### config.mk
export PLATFORM = sky130hd
export DESIGN_NAME = radix3_dft_stage
export DESIGN_NICKNAME = d
export VERILOG_FILES = /design/src/rtl/radix3_dft_stage.sv
export SDC_FILE = /design/constraint.sdc
export NUM_CORES = 2
export LEC_CHECK = 0
export ABC_AREA = 0
export CAP_MARGIN = 20
export CORE_MARGIN = 5
export CORE_UTILIZATION = 28
export DETAILED_ROUTE_END_ITERATION = 6
export DONT_BUFFER_PORTS = 1
export HOLD_SLACK_MARGIN = 0.06
export PLACE_DENSITY = 0.41
export SYNTH_ARGS = -nofsm -noshare
export SYNTH_HDL_FRONTEND = slang
export SYNTH_SLANG_ARGS = --single-unit
### constraint.sdc
create_clock -name clk -period 11.94 [get_ports clk]
set_input_delay 3.582 -clock clk [delete_from_list [all_inputs] [get_ports clk]]
set_output_delay 3.582 -clock clk [all_outputs]
set_load 0.005 [all_outputs]
### src/rtl/radix3_dft_stage.sv
`default_nettype none
// ============================================================================
// Module   : radix3_dft_stage
// Purpose  : Streaming 3-point DFT. Input samples are collected in groups
//            (a, b, c). The butterfly is evaluated on the edge that accepts c,
//            and X0, X1, X2 are emitted serially on three consecutive cycles.
// Ports    : clk, rst            clock, asynchronous active-high reset
//            in_re/in_im         signed input sample (WIDTH)
//            in_valid/in_first   sample qualifier / first sample of a frame
//            num_groups          groups per frame (0 = no frame marking)
//            out_re/out_im       registered signed result, 0 when not valid
//            out_valid/out_last  result qualifier / X2 of final group
//            frame_done          one-cycle pulse the cycle after out_last
//            err                 one-cycle pulse when in_first breaks a group
// Revision : 1.0  initial release
// ============================================================================
module radix3_dft_stage #(
   parameter int WIDTH = 18,
   parameter int SCALE = 1,
   parameter int KFRAC = 16
) (
   input  logic                    clk,
   input  logic                    rst,
   input  logic signed [WIDTH-1:0] in_re,
   input  logic signed [WIDTH-1:0] in_im,
   input  logic                    in_valid,
   input  logic                    in_first,
   input  logic [7:0]              num_groups,
   output logic signed [WIDTH-1:0] out_re,
   output logic signed [WIDTH-1:0] out_im,
   output logic                    out_valid,
   output logic                    out_last,
   output logic                    frame_done,
   output logic                    err
);

   localparam int c_INT_W  = WIDTH + 3;
   localparam int c_PROD_W = WIDTH + KFRAC + 3;
   // K = round(sqrt(3)/2 * 2^KFRAC), evaluated with integer arithmetic
   localparam longint c_K_INT =
      (64'sd8660254 * (64'sd1 <<< KFRAC) + 64'sd5000000) / 64'sd10000000;
   localparam logic signed [c_PROD_W-1:0] c_K = c_PROD_W'(c_K_INT);
   localparam logic signed [c_INT_W-1:0] c_SAT_MAX =
      c_INT_W'((64'sd1 <<< (WIDTH - 1)) - 64'sd1);
   localparam logic signed [c_INT_W-1:0] c_SAT_MIN =
      c_INT_W'(-(64'sd1 <<< (WIDTH - 1)));

   typedef enum logic [1:0] {
      S_IDLE  = 2'd0,
      S_EMIT1 = 2'd1,
      S_EMIT2 = 2'd2
   } state_t;

   state_t r_state;
   state_t w_state_nxt;

   logic [1:0]              r_ph;
   logic signed [WIDTH-1:0] r_a_re, r_a_im, r_b_re, r_b_im;
   logic signed [WIDTH-1:0] r_x1_re, r_x1_im, r_x2_re, r_x2_im;
   logic [7:0]              r_gcnt;
   logic                    r_last_hold;
   logic                    r_stale;

   logic w_acc_first, w_acc_c;
   logic w_emit0, w_emit1, w_emit2;

   assign w_acc_first = in_valid & in_first;
   assign w_acc_c     = in_valid & ~in_first & (r_ph == 2'd2);

   // ------------------------------------------------------------------
   // Butterfly, evaluated from the stored a, b and the live c
   // ------------------------------------------------------------------
   logic signed [c_INT_W-1:0] w_a_re, w_a_im, w_b_re, w_b_im, w_c_re, w_c_im;
   logic signed [c_INT_W-1:0] w_s_re, w_s_im, w_d_re, w_d_im, w_h_re, w_h_im;
   logic signed [c_INT_W-1:0] w_m_re, w_m_im;
   logic signed [c_PROD_W-1:0] w_kd_re, w_kd_im;
   logic signed [c_INT_W-1:0] w_rp_re, w_rn_re, w_rp_im, w_rn_im;
   logic signed [c_INT_W-1:0] w_x0_re, w_x0_im, w_x1_re, w_x1_im, w_x2_re, w_x2_im;

   assign w_a_re = c_INT_W'(r_a_re);
   assign w_a_im = c_INT_W'(r_a_im);
   assign w_b_re = c_INT_W'(r_b_re);
   assign w_b_im = c_INT_W'(r_b_im);
   assign w_c_re = c_INT_W'(in_re);
   assign w_c_im = c_INT_W'(in_im);

   assign w_s_re = w_b_re + w_c_re;
   assign w_s_im = w_b_im + w_c_im;
   assign w_d_re = w_b_re - w_c_re;
   assign w_d_im = w_b_im - w_c_im;
   assign w_h_re = w_s_re >>> 1;
   assign w_h_im = w_s_im >>> 1;
   assign w_m_re = w_a_re - w_h_re;
   assign w_m_im = w_a_im - w_h_im;

   assign w_kd_re = c_PROD_W'(w_d_re) * c_K;
   assign w_kd_im = c_PROD_W'(w_d_im) * c_K;

   // Each rotation term is floor(+-K*d / 2^KFRAC): the sign is applied to the
   // product before the shift, so a subtracted term also rounds toward -inf
   // (impulse of 1000 at b gives X1im = -867, X2im = +866).
   assign w_rp_re = c_INT_W'(w_kd_re >>> KFRAC);
   assign w_rn_re = c_INT_W'((-w_kd_re) >>> KFRAC);
   assign w_rp_im = c_INT_W'(w_kd_im >>> KFRAC);
   assign w_rn_im = c_INT_W'((-w_kd_im) >>> KFRAC);

   assign w_x0_re = w_a_re + w_s_re;
   assign w_x0_im = w_a_im + w_s_im;
   assign w_x1_re = w_m_re + w_rp_im;
   assign w_x1_im = w_m_im + w_rn_re;
   assign w_x2_re = w_m_re + w_rn_im;
   assign w_x2_im = w_m_im + w_rp_re;

   function automatic logic signed [WIDTH-1:0] sat_scale(
      input logic signed [c_INT_W-1:0] x
   );
      logic signed [c_INT_W-1:0] y;
      y = x >>> SCALE;
      if (y > c_SAT_MAX) begin
         y = c_SAT_MAX;
      end else if (y < c_SAT_MIN) begin
         y = c_SAT_MIN;
      end
      return y[WIDTH-1:0];
   endfunction

   // ------------------------------------------------------------------
   // Output FSM: the state names the result loaded on the next edge
   // ------------------------------------------------------------------
   always_comb begin
      w_state_nxt = r_state;
      w_emit0     = 1'b0;
      w_emit1     = 1'b0;
      w_emit2     = 1'b0;
      case (r_state)
         S_IDLE: begin
            if (w_acc_c) begin
               w_emit0     = 1'b1;
               w_state_nxt = S_EMIT1;
            end
         end
         S_EMIT1: begin
            w_emit1     = 1'b1;
            w_state_nxt = S_EMIT2;
         end
         S_EMIT2: begin
            if (w_acc_c) begin
               w_emit0     = 1'b1;
               w_state_nxt = S_EMIT1;
            end else begin
               w_emit2     = 1'b1;
               w_state_nxt = S_IDLE;
            end
         end
         default: w_state_nxt = S_IDLE;
      endcase
   end

   always_ff @(posedge clk or posedge rst) begin
      if (rst) begin
         r_state <= S_IDLE;
      end else begin
         r_state <= w_state_nxt;
      end
   end

   // ------------------------------------------------------------------
   // Input collection and error flag
   // ------------------------------------------------------------------
   always_ff @(posedge clk or posedge rst) begin
      if (rst) begin
         r_ph   <= 2'd0;
         r_a_re <= '0;
         r_a_im <= '0;
         r_b_re <= '0;
         r_b_im <= '0;
         err    <= 1'b0;
      end else begin
         err <= w_acc_first & (r_ph != 2'd0);
         if (in_valid) begin
            if (in_first) begin
               r_a_re <= in_re;
               r_a_im <= in_im;
               r_ph   <= 2'd1;
            end else begin
               case (r_ph)
                  2'd0: begin
                     r_a_re <= in_re;
                     r_a_im <= in_im;
                     r_ph   <= 2'd1;
                  end
                  2'd1: begin
                     r_b_re <= in_re;
                     r_b_im <= in_im;
                     r_ph   <= 2'd2;
                  end
                  default: r_ph <= 2'd0;
               endcase
            end
         end
      end
   end

   // ------------------------------------------------------------------
   // Hold registers, group counter and outputs
   // ------------------------------------------------------------------
   always_ff @(posedge clk or posedge rst) begin
      if (rst) begin
         r_x1_re     <= '0;
         r_x1_im     <= '0;
         r_x2_re     <= '0;
         r_x2_im     <= '0;
         r_last_hold <= 1'b0;
         r_gcnt      <= 8'd0;
         r_stale     <= 1'b0;
         out_re      <= '0;
         out_im      <= '0;
         out_valid   <= 1'b0;
         out_last    <= 1'b0;
         frame_done  <= 1'b0;
      end else begin
         if (w_acc_c) begin
            r_x1_re     <= sat_scale(w_x1_re);
            r_x1_im     <= sat_scale(w_x1_im);
            r_x2_re     <= sat_scale(w_x2_re);
            r_x2_im     <= sat_scale(w_x2_im);
            r_last_hold <= (num_groups != 8'd0) && (r_gcnt == num_groups - 8'd1);
         end

         // A new frame clears the counter. If the previous frame's X2 is
         // still pending (in_first seen in EMIT1), that X2 must not advance
         // the fresh count, so r_stale suppresses its increment.
         if (w_acc_first) begin
            r_gcnt  <= 8'd0;
            r_stale <= (r_state == S_EMIT1);
         end else if (w_emit2) begin
            if (r_stale) begin
               r_stale <= 1'b0;
            end else if (r_last_hold) begin
               r_gcnt <= 8'd0;
            end else begin
               r_gcnt <= r_gcnt + 8'd1;
            end
         end

         frame_done <= out_last;
         if (w_emit0) begin
            out_re    <= sat_scale(w_x0_re);
            out_im    <= sat_scale(w_x0_im);
            out_valid <= 1'b1;
            out_last  <= 1'b0;
         end else if (w_emit1) begin
            out_re    <= r_x1_re;
            out_im    <= r_x1_im;
            out_valid <= 1'b1;
            out_last  <= 1'b0;
         end else if (w_emit2) begin
            out_re    <= r_x2_re;
            out_im    <= r_x2_im;
            out_valid <= 1'b1;
            out_last  <= r_last_hold;
         end else begin
            out_re    <= '0;
            out_im    <= '0;
            out_valid <= 1'b0;
            out_last  <= 1'b0;
         end
      end
   end

endmodule
`default_nettype wire

==> results by group <==
Cells and area
  – Area Growth Syn to Fin: 38.1%
  – Fillcell total: 11.9k
  – Final std cells w/o fill: 6265
  – Nets@finish: 5508
  – Diodes inserted: 0
  – Layout cell share with drive strength beyond 1: 0.317

Clock tree
  – Clock latency on the worst-skew pair: 0.50 ns
  – Reg clk slew, reported paths: 0.09 ns
  – Inserted Clock Buffers: 17
  – Hold Buf Count CTS: 0
  – Root Buffer: clkbuf_16
  – Clock Tree Buf Depth: 2
  – CTS tree: built
  – Clock sinks: 198
  – Clock H-tree levels: 4

Min path
  – Min-delay worst type: flip-flop to flip-flop

Logic synthesis
  – Most frequent cell after synthesis: inv_1
  – Synth unique cells: 111
  – Sequential share of the synthesized area: 0.152
  – Synth warn: 0
  – Synth top area share: 0.174
  – Largest area contributor in the netlist: fa_1
  – Top cells by area, synth: fa_1 17%, ha_1 17%, dfrtp_1 15%
  – Syn nets: 4548
  – #FFs+latches synth: 198
  – Synth Instances: 3768
  – Most used DFF post-synth: dfrtp_1
  – Mean Syn Cell Area: 8.63 um^2
  – Top post-synthesis cells by count: 549 x inv_1, 450 x ha_1, 308 x a21oi_1
  – Post-Syn Area: 32500 um^2
  – Number of flops mapped to enable cells by yosys: 0
  – Synth async-reset ratio: 1.00

STA
  – RSZ-0062 raised after global routing: true
  – Period minus WS final: 13.44 ns
  – Tcrit/Tclk final: 1.13
  – Final-report max-slew violation count: 0
  – Setup violators final: 71
  – Setup WS post-layout: -1.50 ns
  – Max_slew headroom: 0.298
  – Final Hold Viols: 0
  – Clk_skew: 0.0182 ns
  – Worst-Margin Slew: 1.04 ns
  – Max frequency: 0.0744 GHz

Route
  – Routed len/inst: 18.6 um
  – DR pass1 iterations: 5
  – Initial DRC count: 1528
  – Post-DR vias/cell: 4.70
  – DRC violations left: 0
  – Final wirelength: 116000 um
  – DR vias: 29.4k
  – Post-route ant nets: 0

Floorplanning
  – Die Area: 123000 um^2
  – Die width: 351 um
  – Core Rows: 125
  – I/O pin cnt: 88
  – Die height: 351 um
  – Core Area: 116000 um^2
  – Initial core utilization: 0.281

Worst setup path
  – WP data arrival: 13.81 ns
  – Worst path max stage delay: 0.59 ns
  – CP max-delay cell: fa_2
  – Crit path to: r_x1_im[8]
  – R2r setup slk: 1.03 ns
  – CP startpoint: in_re[1]
  – RR Endpoint: r_x1_im[8]
  – R2r startpoint: r_b_re[1]
  – Reg2reg path depth: 48
  – Crit-path max FO: 8
  – CP Class: primary input to flip-flop
  – Critical Path End Type: flip-flop
  – Critical path startpoint category: primary input
  – CP Data Required Time: 12.31 ns

Run status
  – Failing checks: setup timing
  – Outcome: finished, violations left

Global routing
  – First-pass GRT wire length: 180000 um
  – Global Route Usage Sum: 0.190
  – Total gr overflow: 0
  – Vias in the first global route: 30.7k
  – Antenna violations before repair: 1
  – Largest net degree at the start of global routing: 78

Placement
  – Placed Cells: 6125
  – Routability Congestion: 0.874
  – DP Wirelength: 99700 um
  – Number of port buffers: 0

Job
  – Max-cap viol count: 0
[critical path: cells and delay by family]
kind | cells | cell delay (ns)
AOI/OAI and AO/OA | 20 | 3.79
adders and majority gates | 9 | 3.46
and+or+nand+nor | 6 | 1.24
buffers and inverters | 9 | 0.94
xor gates and xnor gates | 5 | 0.77
[routing by layer]
metal / GRT usage / vias up / share of wire / wire length, um
met2: 0.310 / 395 / 0.45 / 52800
met1: 0.257 / 14100 / 0.47 / 54200
met3: 0.0322 / 119 / 0.044 / 5120
met5: 0 / - / 0 / 0
li1: - / 14800 / - / -
met4: 0.0630 / 0 / 0.036 / 4180
[worst min-delay path by stage]
stage                             to  depth (start not counted)  startpoint
after global routing      frame_done                          0    out_last
after global placement    frame_done                          0    out_last
after floorplan           frame_done                          0    out_last
after detailed placement  frame_done                          0    out_last
final                     frame_done                          0    out_last
after CTS                 frame_done                          0    out_last
[cell families (layout without fill, tap and decap cells)]
family | Yosys count | count (layout) | share of synthesized area
AO/OA/AOI/OAI | 978 | 978 | 0.199
XOR/XNOR | 296 | 296 | 0.0815
adder cells (fa/ha/maj) | 736 | 736 | 0.348
buffers and inverters | 637 | 1610 | 0.0749
flip-flops | 198 | 198 | 0.152
multiplexers | 42 | 42 | 0.0144
AND/OR/NAND/NOR | 881 | 881 | 0.130
[state kept, by name, indices dropped and copies added, names as in the netlist]
name and flops:
r_a_re 18, r_a_im 18, r_last_hold 1, r_x1_re 18, r_b_re 18, r_x1_im 18
r_x2_re 18, out_last 1, r_ph 2, r_x2_im 18, out_im 18, err 1
frame_done 1, r_gcnt 8, out_valid 1, r_state 2, out_re 18, r_stale 1
r_b_im 18
[layout make-up]
cell class / instances / area [um^2] / share of cell area
Clock inverter: 15 / 220 / 0.00490
Inverter: 550 / 2120 / 0.0471
Timing Repair Buffer: 1028 / 8050 / 0.179
Clock buffer: 17 / 425 / 0.00947
Multi-Input combinational cell: 2933 / 27200 / 0.606
Tap cell: 1524 / 1910 / 0.0425
Sequential cell: 198 / 4950 / 0.110
[per-stage QoR]
step / setup WS [ns] / setup TNS [ns] / area, um^2 / utilization / hold WS [ns]
after floorplan: -1.82 / -77.61 / 33300 / - / 0.376
after global placement: -2.04 / -121.43 / 41800 / 0.361 / 0.410
after detailed placement: -2.12 / -125.94 / 41800 / 0.361 / 0.409
after CTS: -1.41 / -66.12 / 44100 / 0.381 / 0.431
after global routing: -1.94 / -100.71 / 44900 / 0.388 / 0.435
final: -1.50 / -68.65 / 44900 / 0.388 / 0.417
[layout by cell type (no fill, tap or decap), drive strengths merged, types with 28 or more instances in the layout]
| cell | count |
|---|---|
| xnor2 | 190 |
| o21bai | 32 |
| dfrtp | 198 |
| a211oi | 31 |
| mux2 | 38 |
| o211ai | 28 |
| xor2 | 105 |
| nand3 | 53 |
| inv | 559 |
| o21ai | 220 |
| buf | 1025 |
| nand2 | 278 |
| nand2b | 42 |
| nor2b | 41 |
| a31oi | 33 |
| nor2 | 236 |
| a21o | 93 |
| and2 | 29 |
| a21oi | 312 |
| fa | 282 |
| ha | 450 |
| o21a | 41 |
| nor3 | 54 |
[what timing repair did]
action,4_1_cts,5_1_grt
gates cloned,4,0
buffers inserted,77,36
pin swaps,104,132
resized for setup,204,121
endpoints found under the setup margin,72,72
Power is not shown: default switching activity piles up to over one toggle a cycle in this logic, so the estimate is an artifact.
